`config.mk`:
```
export PLATFORM = sky130hd
export DESIGN_NAME = load_store_unit
export DESIGN_NICKNAME = d
export VERILOG_FILES = /design/src/rtl/load_store_unit.sv
export SDC_FILE = /design/constraint.sdc
export NUM_CORES = 1
export LEC_CHECK = 0
export BUFFER_PORTS_ARGS = -buffer_cell sky130_fd_sc_hd__buf_2
export CORE_MARGIN = 2
export CORE_UTILIZATION = 50
export CTS_CLUSTER_SIZE = 8
export DETAILED_ROUTE_END_ITERATION = 6
export GPL_ROUTABILITY_DRIVEN = 0
export PLACE_DENSITY_LB_ADDON = 0.08
export REMOVE_ABC_BUFFERS = 1
export SETUP_SLACK_MARGIN = 0.1
export SYNTH_ARGS = -nofsm -noshare
export SYNTH_HDL_FRONTEND = slang
export SYNTH_SLANG_ARGS = --single-unit
```
`constraint.sdc`:
```
create_clock -name clk_i -period 4.06 [get_ports clk_i]
set_clock_uncertainty 0.1 [all_clocks]
set_input_delay 0.406 -clock clk_i [delete_from_list [all_inputs] [get_ports clk_i]]
set_output_delay 0.406 -clock clk_i [all_outputs]
set_load 0.02 [all_outputs]
```
`src/rtl/load_store_unit.sv`:
```
`default_nettype none
// ============================================================================
// Module   : load_store_unit
// Brief    : Byte-serial vector load (LDV) / store (SV) between the vector
//            register file and a byte-wide DDR port, one transaction in flight.
// Revision : 1.0
// ============================================================================
module load_store_unit #(
    parameter int D               = 16,
    parameter int DdrAddressWidth = 16,
    parameter int DdrDataWidth    = 8
) (
    input  logic                       clk_i,
    input  logic                       rst_ni,
    input  logic                       start_i,
    output logic                       ready_o,
    input  logic [1:0]                 operation_i,
    input  logic [DdrAddressWidth-1:0] ddr_address_i,
    input  logic [1:0]                 v_addr_i,
    output logic                       done_o,
    output logic [1:0]                 vreg_raddr_o,
    input  logic [D*DdrDataWidth-1:0]  vreg_rdata_i,
    output logic                       vreg_we_o,
    output logic [1:0]                 vreg_waddr_o,
    output logic [D*DdrDataWidth-1:0]  vreg_wdata_o,
    output logic                       ddr_req_o,
    output logic                       ddr_we_o,
    output logic [DdrAddressWidth-1:0] ddr_addr_o,
    output logic [DdrDataWidth-1:0]    ddr_wdata_o,
    input  logic                       ddr_gnt_i,
    input  logic                       ddr_rvalid_i,
    input  logic [DdrDataWidth-1:0]    ddr_rdata_i
);

    localparam int                 c_cnt_w  = (D > 1) ? $clog2(D) : 1;
    localparam logic [c_cnt_w-1:0] c_last   = c_cnt_w'(D - 1);
    localparam logic [1:0]         c_op_ldv = 2'd0;
    localparam logic [1:0]         c_op_sv  = 2'd1;

    typedef enum logic [2:0] {
        S_IDLE      = 3'd0,
        S_REQ       = 3'd1,
        S_WAIT_R    = 3'd2,
        S_WRITEBACK = 3'd3,
        S_DONE      = 3'd4
    } state_t;

    state_t                       r_state;
    state_t                       w_state_next;
    logic [1:0]                   r_op;
    logic [DdrAddressWidth-1:0]   r_base;
    logic [1:0]                   r_vaddr;
    logic [c_cnt_w-1:0]           r_idx;
    logic [D*DdrDataWidth-1:0]    r_buf;
    logic                         w_is_sv;
    logic                         w_legal;
    logic [DdrDataWidth-1:0]      w_elem;

    assign w_is_sv      = (r_op == c_op_sv);
    assign w_legal      = (operation_i == c_op_ldv) || (operation_i == c_op_sv);
    assign w_elem       = r_buf[int'(r_idx)*DdrDataWidth +: DdrDataWidth];
    assign vreg_waddr_o = r_vaddr;
    assign vreg_wdata_o = r_buf;

    always_ff @(posedge clk_i or negedge rst_ni) begin
        if (!rst_ni) begin
            r_state <= S_IDLE;
            r_op    <= '0;
            r_base  <= '0;
            r_vaddr <= '0;
            r_idx   <= '0;
            r_buf   <= '0;
        end else begin
            r_state <= w_state_next;
            case (r_state)
                S_IDLE: begin
                    if (start_i) begin
                        r_op    <= operation_i;
                        r_base  <= ddr_address_i;
                        r_vaddr <= v_addr_i;
                        r_idx   <= '0;
                        if (operation_i == c_op_sv) begin
                            r_buf <= vreg_rdata_i;
                        end
                    end
                end
                S_REQ: begin
                    // Loads advance the index only once their byte has returned.
                    if (ddr_gnt_i && w_is_sv) begin
                        r_idx <= r_idx + c_cnt_w'(1);
                    end
                end
                S_WAIT_R: begin
                    if (ddr_rvalid_i) begin
                        r_buf[int'(r_idx)*DdrDataWidth +: DdrDataWidth] <= ddr_rdata_i;
                        if (r_idx != c_last) begin
                            r_idx <= r_idx + c_cnt_w'(1);
                        end
                    end
                end
                default: ;
            endcase
        end
    end

    always_comb begin
        w_state_next = r_state;
        ready_o      = 1'b0;
        done_o       = 1'b0;
        ddr_req_o    = 1'b0;
        ddr_we_o     = 1'b0;
        ddr_addr_o   = '0;
        ddr_wdata_o  = '0;
        vreg_we_o    = 1'b0;
        vreg_raddr_o = r_vaddr;
        case (r_state)
            S_IDLE: begin
                ready_o      = 1'b1;
                vreg_raddr_o = v_addr_i;
                if (start_i) begin
                    w_state_next = w_legal ? S_REQ : S_DONE;
                end
            end
            S_REQ: begin
                ddr_req_o   = 1'b1;
                ddr_we_o    = w_is_sv;
                ddr_addr_o  = r_base + DdrAddressWidth'(r_idx);
                ddr_wdata_o = w_elem;
                if (ddr_gnt_i) begin
                    if (!w_is_sv) begin
                        w_state_next = S_WAIT_R;
                    end else if (r_idx == c_last) begin
                        w_state_next = S_DONE;
                    end
                end
            end
            S_WAIT_R: begin
                if (ddr_rvalid_i) begin
                    w_state_next = (r_idx == c_last) ? S_WRITEBACK : S_REQ;
                end
            end
            S_WRITEBACK: begin
                vreg_we_o    = 1'b1;
                w_state_next = S_DONE;
            end
            S_DONE: begin
                done_o       = 1'b1;
                w_state_next = S_IDLE;
            end
            default: w_state_next = S_IDLE;
        endcase
    end

endmodule
`default_nettype wire

```
======== Word level (Yosys, flattened, before mapping) ========
Index checks and enable logic that the tools add are counted.
word-level totals
  register bits ........................... 155
  logic and storage cells ................. 63
  output and inout bits ................... 161
  bits of input ports ..................... 161
cells by class
  equal/unequal tests ..................... 15
  add/sub/neg operators ................... 3
  shifts and indexed selects .............. 3
  mux-type cells .......................... 26
  reduce and logical (&&, ||, !) cells .... 10
operators with widths
  cell                                                                      count
  128-bit 2-to-1 mux                                                        3
  128-bit one-hot mux with 2 select lines                                   1
  128-bit bitwise mux                                                       1
  8-bit by 33-bit variable shift with 128-bit output, first input constant  1
  128-bit by 8-bit indexed part select with 8-bit output                    1
  8-bit by 33-bit indexed part select with 128-bit output                   1
  7-bit negation with 33-bit output                                         1
  3-bit 2-to-1 mux                                                          6
  16-bit by 4-bit adder with 16-bit output                                  1
  16-bit 2-to-1 mux                                                         1
  4-bit 2-to-1 mux                                                          4
  2-bit inequality test, second input constant                              6
  3-bit one-hot mux with 4 select lines                                     1
  4-bit one-hot mux with 3 select lines                                     1
  8-bit 2-to-1 mux                                                          1
  4-bit AND reduction                                                       2
  3-bit by 2-bit == test with 1-bit output, second input constant           2
  1-bit 2-to-1 mux                                                          5
  5-bit AND reduction                                                       1
  4-bit by 1-bit adder with 4-bit output, second input constant             1
  2-bit by 1-bit == test with 1-bit output, second input constant           2
  4-bit == test, second input constant                                      1
  2-bit 2-to-1 mux                                                          2
  4-bit inequality test, second input constant                              1
  10 further kinds                                                          10

======== Longest topological paths before layout ========
Gate-level depths: netlist (run 1).
  depth in word-level cells ............... 5
  depth in mapped cells ................... 11
  depth with buffers taken out ............ 7

======== Worst setup path before layout (run 1) ========
No wires, ideal clock.
  path kind ............................... register to register
  start point ............................. register r_idx[2]
  end point ............................... register r_buf[48] (netlist: vreg_wdata_o[48])
  path buffers ............................ 4
  cell stages (with the launch flop) ...... 11
  data arrival time ....................... 2.946 ns
  setup time .............................. 0.125 ns
  data required time ...................... 3.835 ns
  slack ................................... 0.889 ns
  period minus slack after synthesis ...... 3.171 ns
  path through ............................ dfrtp_1 clkbuf_1 clkbuf_1 buf_2 nor3_1 ha_1 clkbuf_1 o21a_1 nand3_1 a21oi_2 mux2_2
between the ends
  word-level cells in the longest chain between the ends .. 5
  elaborated cells on any way between the ends .. 6
  classes of those cells .................. add/sub: 1; shift: 2; mux: 3
RTL lines
  item                                                                                                                                  RTL line  source
  start, declared                                                                                                                       53        logic [c_cnt_w-1:0] r_idx;
  start signal, assigned                                                                                                                90        r_idx <= r_idx + c_cnt_w'(1);
  start signal, assigned                                                                                                                97        r_idx <= r_idx + c_cnt_w'(1);
  7-bit negation with 33-bit output *                                                                                                   95        r_buf[int'(r_idx)*DdrDataWidth +: DdrDataWidth] <= ddr_rdata_i;
  8-bit by 33-bit indexed part select with 128-bit output / 8-bit by 33-bit variable shift with 128-bit output (equally long branches)  95
  128-bit bitwise mux *                                                                                                                 95
  128-bit 2-to-1 mux *                                                                                                                  94        if (ddr_rvalid_i) begin
  128-bit one-hot mux with 2 select lines *                                                                                             75        case (r_state)
  end signal, assigned                                                                                                                  83        r_buf <= vreg_rdata_i;
  end signal, assigned by index                                                                                                         95
  end, declared                                                                                                                         54        logic [D*DdrDataWidth-1:0] r_buf;
Mark *: on every way between the ends. The rest lies on a longest branch, timed or not. The select of a mux whose other input is x is not followed.
A chain may end at the register's enable or synchronous reset.

======== Worst setup path in the final report (run 1) ========
  start point ............................. register r_idx[0]
  end point ............................... output ddr_wdata_o[7]
between the ends
  word-level cells in the longest chain between the ends .. 2
RTL lines
  item                                                    RTL line  source
  128-bit by 8-bit indexed part select with 8-bit output  61        assign w_elem = r_buf[int'(r_idx)*DdrDataWidth +: DdrDataWidth];
  8-bit 2-to-1 mux                                        116       case (r_state)
  end, declared                                           29        output logic [DdrDataWidth-1:0] ddr_wdata_o,
No other way between the ends.

==> results by group, run 1 <==
Floorplanning
  • Die area: around 0.019 mm2
  • # IOs: 322
  • Chip Width: 137 um
  • Core Area: between 0.015 and 0.02 mm2
  • Die Span Y: between 100 and 150 um
  • Row count: 48
  • Initial Util: approximately 51%

Setup path
  • R2R Path Start: r_idx[0]
  • Crit path kind: flop to primary output
  • Worst R2R Setup Slack: roughly 870 ps
  • CP max FO: 18
  • Worst Path Arrival: 2870 ps
  • R2R depth: 7
  • WP data required: approximately 3600 ps
  • Worst setup EP type: primary output
  • Reg2reg end: vreg_wdata_o[85]
  • CP startpoint kind: flop

Routing
  • Via Count: 8328
  • WL met2: ~15000 um
  • Vias per Instance: between 6 and 7
  • DRC: 0
  • Initial DRC Count: between 700 and 800
  • WL/cell: between 20 and 25 um
  • Post-Route WL: roughly 32000 um
  • Wire length on met3: 3130 um
  • Metal-1 WL: roughly 13000 um
  • DRT Pass-1 Iters: 5
  • Routed Antenna Nets: 0
  • Top sig layer: met4

Global route
  • Largest net degree at the start of global routing: 103
  • Antenna violations before repair: 2
  • First-pass GRT wire length: roughly 46000 um
  • Grt ovf: 0
  • All-Layer GR Usage: 33.5%
  • Number of global-route vias before repair: 7790

STA
  • Final Hold Fails: 4
  • Unrepaired setup endpoints after global routing: no
  • Fmax: just under 300 MHz
  • Worst relative slew slack: between 30 and 40%
  • Worst-margin pin slew: 963 ps
  • Worst Hold Slack: -14.6 ps
  • Fin. max-slew vios: 0
  • Final min period: between 3000 and 4000 ps
  • Tcrit/Tclk final: 83.1%
  • Total negative slack: 0 ps
  • # setup viols final: 0

CTS
  • Clock Tree Buf Depth: 2
  • Post-cts repair resize count: 0
  • CTS Buf Count: 17
  • Clock latency on the worst-skew pair: 430 ps
  • H-tree lvl count: 4
  • Hold_buf cts: 0
  • Root buffer cell: clkbuf_16
  • Clock slew at reported path FFs: roughly 60 ps
  • CTS tree: built
  • Postcts setup bufs: 0
  • Clock sink count: roughly 160

Place
  • Placed cells: between 1000 and 1500
  • DP HPWL: about 22000 um
  • Port bufs: 321

Min path
  • Hold crit path type: primary input to async pin

Cells and area
  • Commonest non-fill, non-tap cell in the layout: buf_2
  • Final Non-Filler Cells: ~1300
  • Most frequent cells in the layout: buf_2 (320), dfrtp_1 (153), a21oi_1 (79)
  • Share of layout cells above drive strength 1: about 44%
  • Nets: 1278
  • Layout area overhead: 25.9%

Pwr
  • Max VDD drop: just under 500 uV
  • Leak Pwr: roughly 4.9 nW
  • Pwr dens: 840 mW/mm2

Status
  • Failing checks: hold timing
  • Status: complete, but fails checks

Synthesis
  • Mapped Area: a little under 0.009 mm2
  • Yosys warnings: 0
  • Post-synth EDFFs: 0
  • Cells after Synth: 814
  • Syn avg cell area: between 10 and 15 um2
  • Async SR Flop Fraction: between 90% and 100%
  • Seq cells post-synth: ~160
  • Library cells used by synthesis: 54
  • Ys flop type: dfrtp_1
  • Register area share after synthesis: between 40% and 50%

Run
  • Maxcap violations: 0
==> worst max path at each step <==
stage                          start          endpoint  slack, ps  cells past startpoint
final                       r_idx[0]    ddr_wdata_o[7]        690                      5
after global routing      r_state[1]  vreg_wdata_o[23]        570                      6
after CTS                   r_idx[0]    ddr_wdata_o[7]        720                      5
after detailed placement  r_state[1]  vreg_wdata_o[48]        920                      5
after global placement    r_state[1]  vreg_wdata_o[49]        950                      5
after floorplan           r_state[1]  vreg_wdata_o[48]       -290                      4
==> registers in the layout, indices dropped and copies added, names as in the netlist <==
signal and flops:
r_base 16, r_idx 4, r_op 2, r_state 3, vreg_waddr_o 2, vreg_wdata_o 128
==> final cells by class <==
type / count / area (um2)
multi-input combinational: 580 / 4640
timing repair buffer: 334 / 1710
fill: 1473 / 6170
sequential: 155 / 3880
antenna: 3 / 7.51
tap: 225 / 282
clock buffer: 20 / 437
clock inverter: 12 / 101
inverter: 18 / 67.6
==> power breakdown <==
group	leakage [nW]	internal [mW]	switching [mW]	total, mW
Sequential	1.80	2.31	0.774	3.08
Combinational	2.87	1.99	2.77	4.77
Clock	0.252	0.837	0.667	1.50
Total	4.92	5.14	4.22	9.35
==> worst max-delay path, cell delays in order (launching register included) <==
cell and delay [ps]:
dfrtp_2 710, buf_4 390, mux4_2 560, mux2i_1 330, o22ai_1 220, buf_2 210
==> routing by layer <==
layer  track usage, %  vias to the layer above
met3             9.11                       53
met5                0                        -
met4             12.6                        0
met2             50.8                      494
met1             46.3                     4113
li1                 -                     3668
==> cell usage after synthesis (9+ instances only) <==
| cell type | n | share of area [%] |
|---|---|---|
| a21oi_1 | 79 | 4.5 |
| a22o_1 | 40 | 4.0 |
| a22oi_1 | 40 | 3.4 |
| and2_1 | 12 | 0.85 |
| buf_2 | 20 | 1.1 |
| clkbuf_1 | 37 | 1.6 |
| dfrtp_1 | 155 | 44 |
| ha_1 | 10 | 1.4 |
| inv_1 | 18 | 0.76 |
| mux2_2 | 63 | 8.0 |
| mux2i_1 | 16 | 1.8 |
| mux4_2 | 32 | 8.2 |
| nand2_1 | 17 | 0.72 |
| nand3_1 | 19 | 1.1 |
| nor2_1 | 77 | 3.3 |
| o21a_1 | 10 | 0.85 |
| o21ai_0 | 20 | 1.1 |
| o221a_2 | 16 | 2.0 |
| o22ai_1 | 9 | 0.64 |
| o2bb2ai_1 | 9 | 0.89 |
| or3_1 | 16 | 1.1 |
| xor2_1 | 10 | 0.99 |
==> per-stage QoR <==
| step | utilization (%) | setup slack, ps | power [mW] | cell area (um2) |
|---|---|---|---|---|
| floorplan | - | -290 | 6.02 | 8580 |
| global placement | 61.2 | 950 | 7.72 | 10600 |
| detailed placement | 61.2 | 922 | 7.80 | 10600 |
| CTS | 64.3 | 717 | 9.32 | 11100 |
| global route | 64.3 | 568 | 9.83 | 11100 |
| finish | 64.3 | 687 | 9.35 | 11100 |
==> kinds of logic (layout without fill, tap and decap cells) <==
| group | Yosys count | after routing | share of synthesized area, % |
|---|---|---|---|
| xor gates and xnor gates | 15 | 15 | 1.49 |
| adders and majority gates | 11 | 11 | 1.64 |
| and+or+nand+nor | 189 | 189 | 10.8 |
| DFF | 155 | 155 | 43.9 |
| buffers and inverters | 79 | 384 | 3.68 |
| other | 0 | 3 | 0 |
| muxes | 112 | 112 | 18.1 |
| AOI/OAI and AO/OA | 253 | 253 | 20.4 |
(Power assumes the default switching activity.)
==> inputs of run 2 (changes only) <==
--- a/config.mk
+++ b/config.mk
@@ -5,9 +5,10 @@
 export SDC_FILE = /design/constraint.sdc
 export NUM_CORES = 1
 export LEC_CHECK = 0
+export ABC_AREA = 1
 export BUFFER_PORTS_ARGS = -buffer_cell sky130_fd_sc_hd__buf_2
 export CORE_MARGIN = 2
-export CORE_UTILIZATION = 50
+export CORE_UTILIZATION = 47
 export CTS_CLUSTER_SIZE = 8
 export DETAILED_ROUTE_END_ITERATION = 6
 export GPL_ROUTABILITY_DRIVEN = 0
==> constraint.sdc (replaced) <==
create_clock -name clk_i -period 2.8 [get_ports clk_i]
set_clock_uncertainty 0.1 [all_clocks]
set_input_delay 0.28 -clock clk_i [delete_from_list [all_inputs] [get_ports clk_i]]
set_output_delay 0.28 -clock clk_i [all_outputs]
set_load 0.02 [all_outputs]
==> run 2 against run 1 <==
The run ends with DRC left. Wire length rose by 23%. Hold slack improved by 27 ps. Total power grew 64%. Setup slack worse by 600 ps. Flip-flop and latch count unchanged. Critical path depth is 2 higher. Non-clock buffer count rose by 49. Largest power group unchanged.
==> results by group, run 2 <==
Cells and area
  • # diodes: 0
  • Design Area, Final: around 0.013 mm2
  • Share of layout cells above drive strength 1: a little over a quarter
  • Most frequent cells in the layout: nand2_1 (495), buf_2 (310), o21ai_0 (162)
  • Nets: around 2000
  • Max reg flops: around 130
  • Reg area: between 0.003 and 0.004 mm2
  • Layout area overhead: 29.5%
  • # fillers: 1996
  • Commonest non-fill, non-tap cell in the layout: nand2_1
  • Final Non-Filler Cells: 2093
  • Multi-input logic area: approximately 0.0052 mm2
  • Post-layout util: approximately three fifths

STA
  • Worst relative slew slack: approximately two fifths
  • Fin. max-slew vios: 0
  • Total negative slack: 0 ps
  • # setup viols final: 0
  • Worst-margin pin slew: approximately 900 ps
  • Tcrit/Tclk final: about 97%
  • Unrepaired setup endpoints after global routing: yes
  • Final Hold Fails: 0
  • Final min period: between 2000 and 3000 ps
  • Fmax: around 370 MHz

Pwr
  • Clk network pwr share: roughly 16%
  • Power share of the combinational group: about 56%
  • Pint: between 7 and 8 mW
  • Pwr dens: 1190 mW/mm2
  • Switching share of power: around half
  • Leak Pwr: around 6.9 nW
  • Part of the power in registers: ~28%
  • Net Switching: slightly below 8 mW
  • Max VDD drop: between 600 and 700 uV

Routing
  • Vias per Instance: around 5.5
  • Post-Route WL: slightly below 40000 um
  • Via Count: 11400
  • Top sig layer: met4
  • WL met2: ~18000 um
  • Metal-1 WL: 16200 um
  • DRT Pass-1 Iters: 7
  • WL/cell: 18.8 um
  • Routed Antenna Nets: 0
  • DRC: 10
  • Wire length on met3: roughly 4400 um
  • Initial DRC Count: around 1100

CTS
  • CTS Buf Count: 17
  • Clock latency on the worst-skew pair: 430 ps
  • Clock Tree Buf Depth: 2
  • Clock sink count: around 160
  • Clock slew at reported path FFs: about 60 ps
  • Root buffer cell: clkbuf_16
  • H-tree lvl count: 4
  • CTS tree: built

Floorplanning
  • Row count: 53
  • Initial Util: a little under half
  • Die area: 0.0223 mm2
  • Core Area: 0.0209 mm2
  • # IOs: 322
  • Chip Width: about 150 um
  • Die Span Y: between 100 and 150 um

Status
  • Status: complete, but fails checks
  • Failing checks: DRC

Global route
  • Grt ovf: 0
  • First-pass GRT wire length: about 59000 um
  • Largest net degree at the start of global routing: approximately 70
  • Number of global-route vias before repair: about 10000
  • Antenna violations before repair: 0
  • All-Layer GR Usage: 35.0%

Synthesis
  • Synth cell count leaders: nand2_1 (500), o21ai_0 (174), dfrtp_1 (155)
  • Ys flop type: dfrtp_1
  • Mapped Area: 0.00995 mm2
  • Library cells used by synthesis: 38
  • Async SR Flop Fraction: 100%
  • Post-Synth XOR/XNOR Area: less than 1%
  • Seq cells post-synth: roughly 160
  • Syn avg cell area: 6.75 um2
  • Post-synth top area share: slightly below 40%
  • Register area share after synthesis: approximately two fifths
  • Post-synthesis compound-gate area fraction: roughly 16%
  • Largest area contributor in the netlist: dfrtp_1
  • Mux share of post-synthesis cell area: 1.47%
  • Cells after Synth: approximately 1500
  • Post-synth EDFFs: 0
  • Largest family of logic cells by synthesized area: simple AND/OR/NAND/NOR gates
  • Adder-cell share of the synthesized area: under 10%
  • Top post-synthesis cells by area: dfrtp_1 (39%), nand2_1 (19%), o21ai_0 (8.8%)
  • Area share of and/or/nand/nor cells after synthesis: approximately 32%
  • Yosys warnings: 0
  • Most frequent cell after synthesis: nand2_1

Setup path
  • Worst R2R Setup Slack: 310 ps
  • CP startpoint kind: flop
  • Worst setup EP type: primary output
  • CP max FO: 36
  • WP data required: around 2400 ps
  • Crit path kind: flop to primary output
  • Worst Path Arrival: about 2300 ps

Run
  • Maxcap violations: 0

Place
  • Dpl cell area: around 0.012 mm2
  • Placed cells: 2046
  • DP HPWL: slightly above 30000 um
  • Port bufs: ~320

Min path
  • Hold crit path type: primary input to flop
## run 2: stage by stage
| step | setup WS [ps] | hold slack [ps] | power [mW] |
|---|---|---|---|
| 3_5_place_dp | 209 | 260 | 12.5 |
| 6_report | 86.3 | 12.7 | 15.4 |
| 3_3_place_gp | 196 | 257 | 12.4 |
| 5_1_grt | 13.5 | 11.7 | 16.4 |
| 4_1_cts | 29.5 | 1.37 | 15.1 |
| 2_1_floorplan | -2180 | -116 | 9.23 |
## run 2: final timing paths
| check | to | cells past startpoint | start |
|---|---|---|---|
| worst max-delay path | ddr_wdata_o[1] | 7 | r_idx[0] |
| min in group asynchronous | vreg_wdata_o[75] | 2 | rst_ni |
| worst max register to register | vreg_wdata_o[81] | 10 | r_idx[0] |
| worst min-delay path | r_base[2] | 2 | ddr_address_i[2] |
| max in group asynchronous | r_base[12] | 3 | rst_ni |
| worst min register to register | vreg_wdata_o[98] | 2 | vreg_wdata_o[98] |
## run 2: power by group through the flow
stage | Clock, mW | Combinational [mW] | Sequential (mW)
finish | 2.44 | 8.66 | 4.26
global route | 2.58 | 9.46 | 4.36
CTS | 2.46 | 8.41 | 4.21
detailed placement | 0 | 8.28 | 4.23
global placement | 0 | 8.13 | 4.22
floorplan | 0 | 4.02 | 5.21
## run 2: layout make-up
class | count | share of cell area, %
Tap cell | 275 | 2.67
Multi-Input combinational cell | 1092 | 40.7
Clock buffer | 20 | 3.47
Sequential cell | 155 | 30.1
Clock inverter | 12 | 1.27
Timing Repair Buffer | 383 | 17.1
Inverter | 156 | 4.71
## run 2: timing repair
action,4_1_cts,5_1_grt
pin swaps,1,2
gates resized for setup,23,43
setup endpoints to repair,12,57
hold endpoints to repair,78,1
buffers inserted,0,1
hold buffers,13,1
## run 2: logic make-up (layout without fill, tap and decap cells)
kind of cell	Yosys count	after routing
and+or+nand+nor	771	771
AOI/OAI and AO/OA	294	294
buffers and inverters	226	571
DFF	155	155
muxes	13	13
adders and majority gates	11	11
xor gates and xnor gates	3	3
## run 2: worst max-delay path: stages (launching register included)
cell and delay, ps:
dfrtp_4 550, buf_6 220, a21oi_1 160, o21ai_0 240, o211ai_1 190, nand3_1 120
a21oi_2 230, buf_4 180
## run 2: routing by layer
layer | vias up | GRT usage [%]
met3 | 105 | 8.48
met5 | - | 0
met4 | 0 | 11.6
met2 | 686 | 53.1
li1 | 5418 | -
met1 | 5231 | 49.2
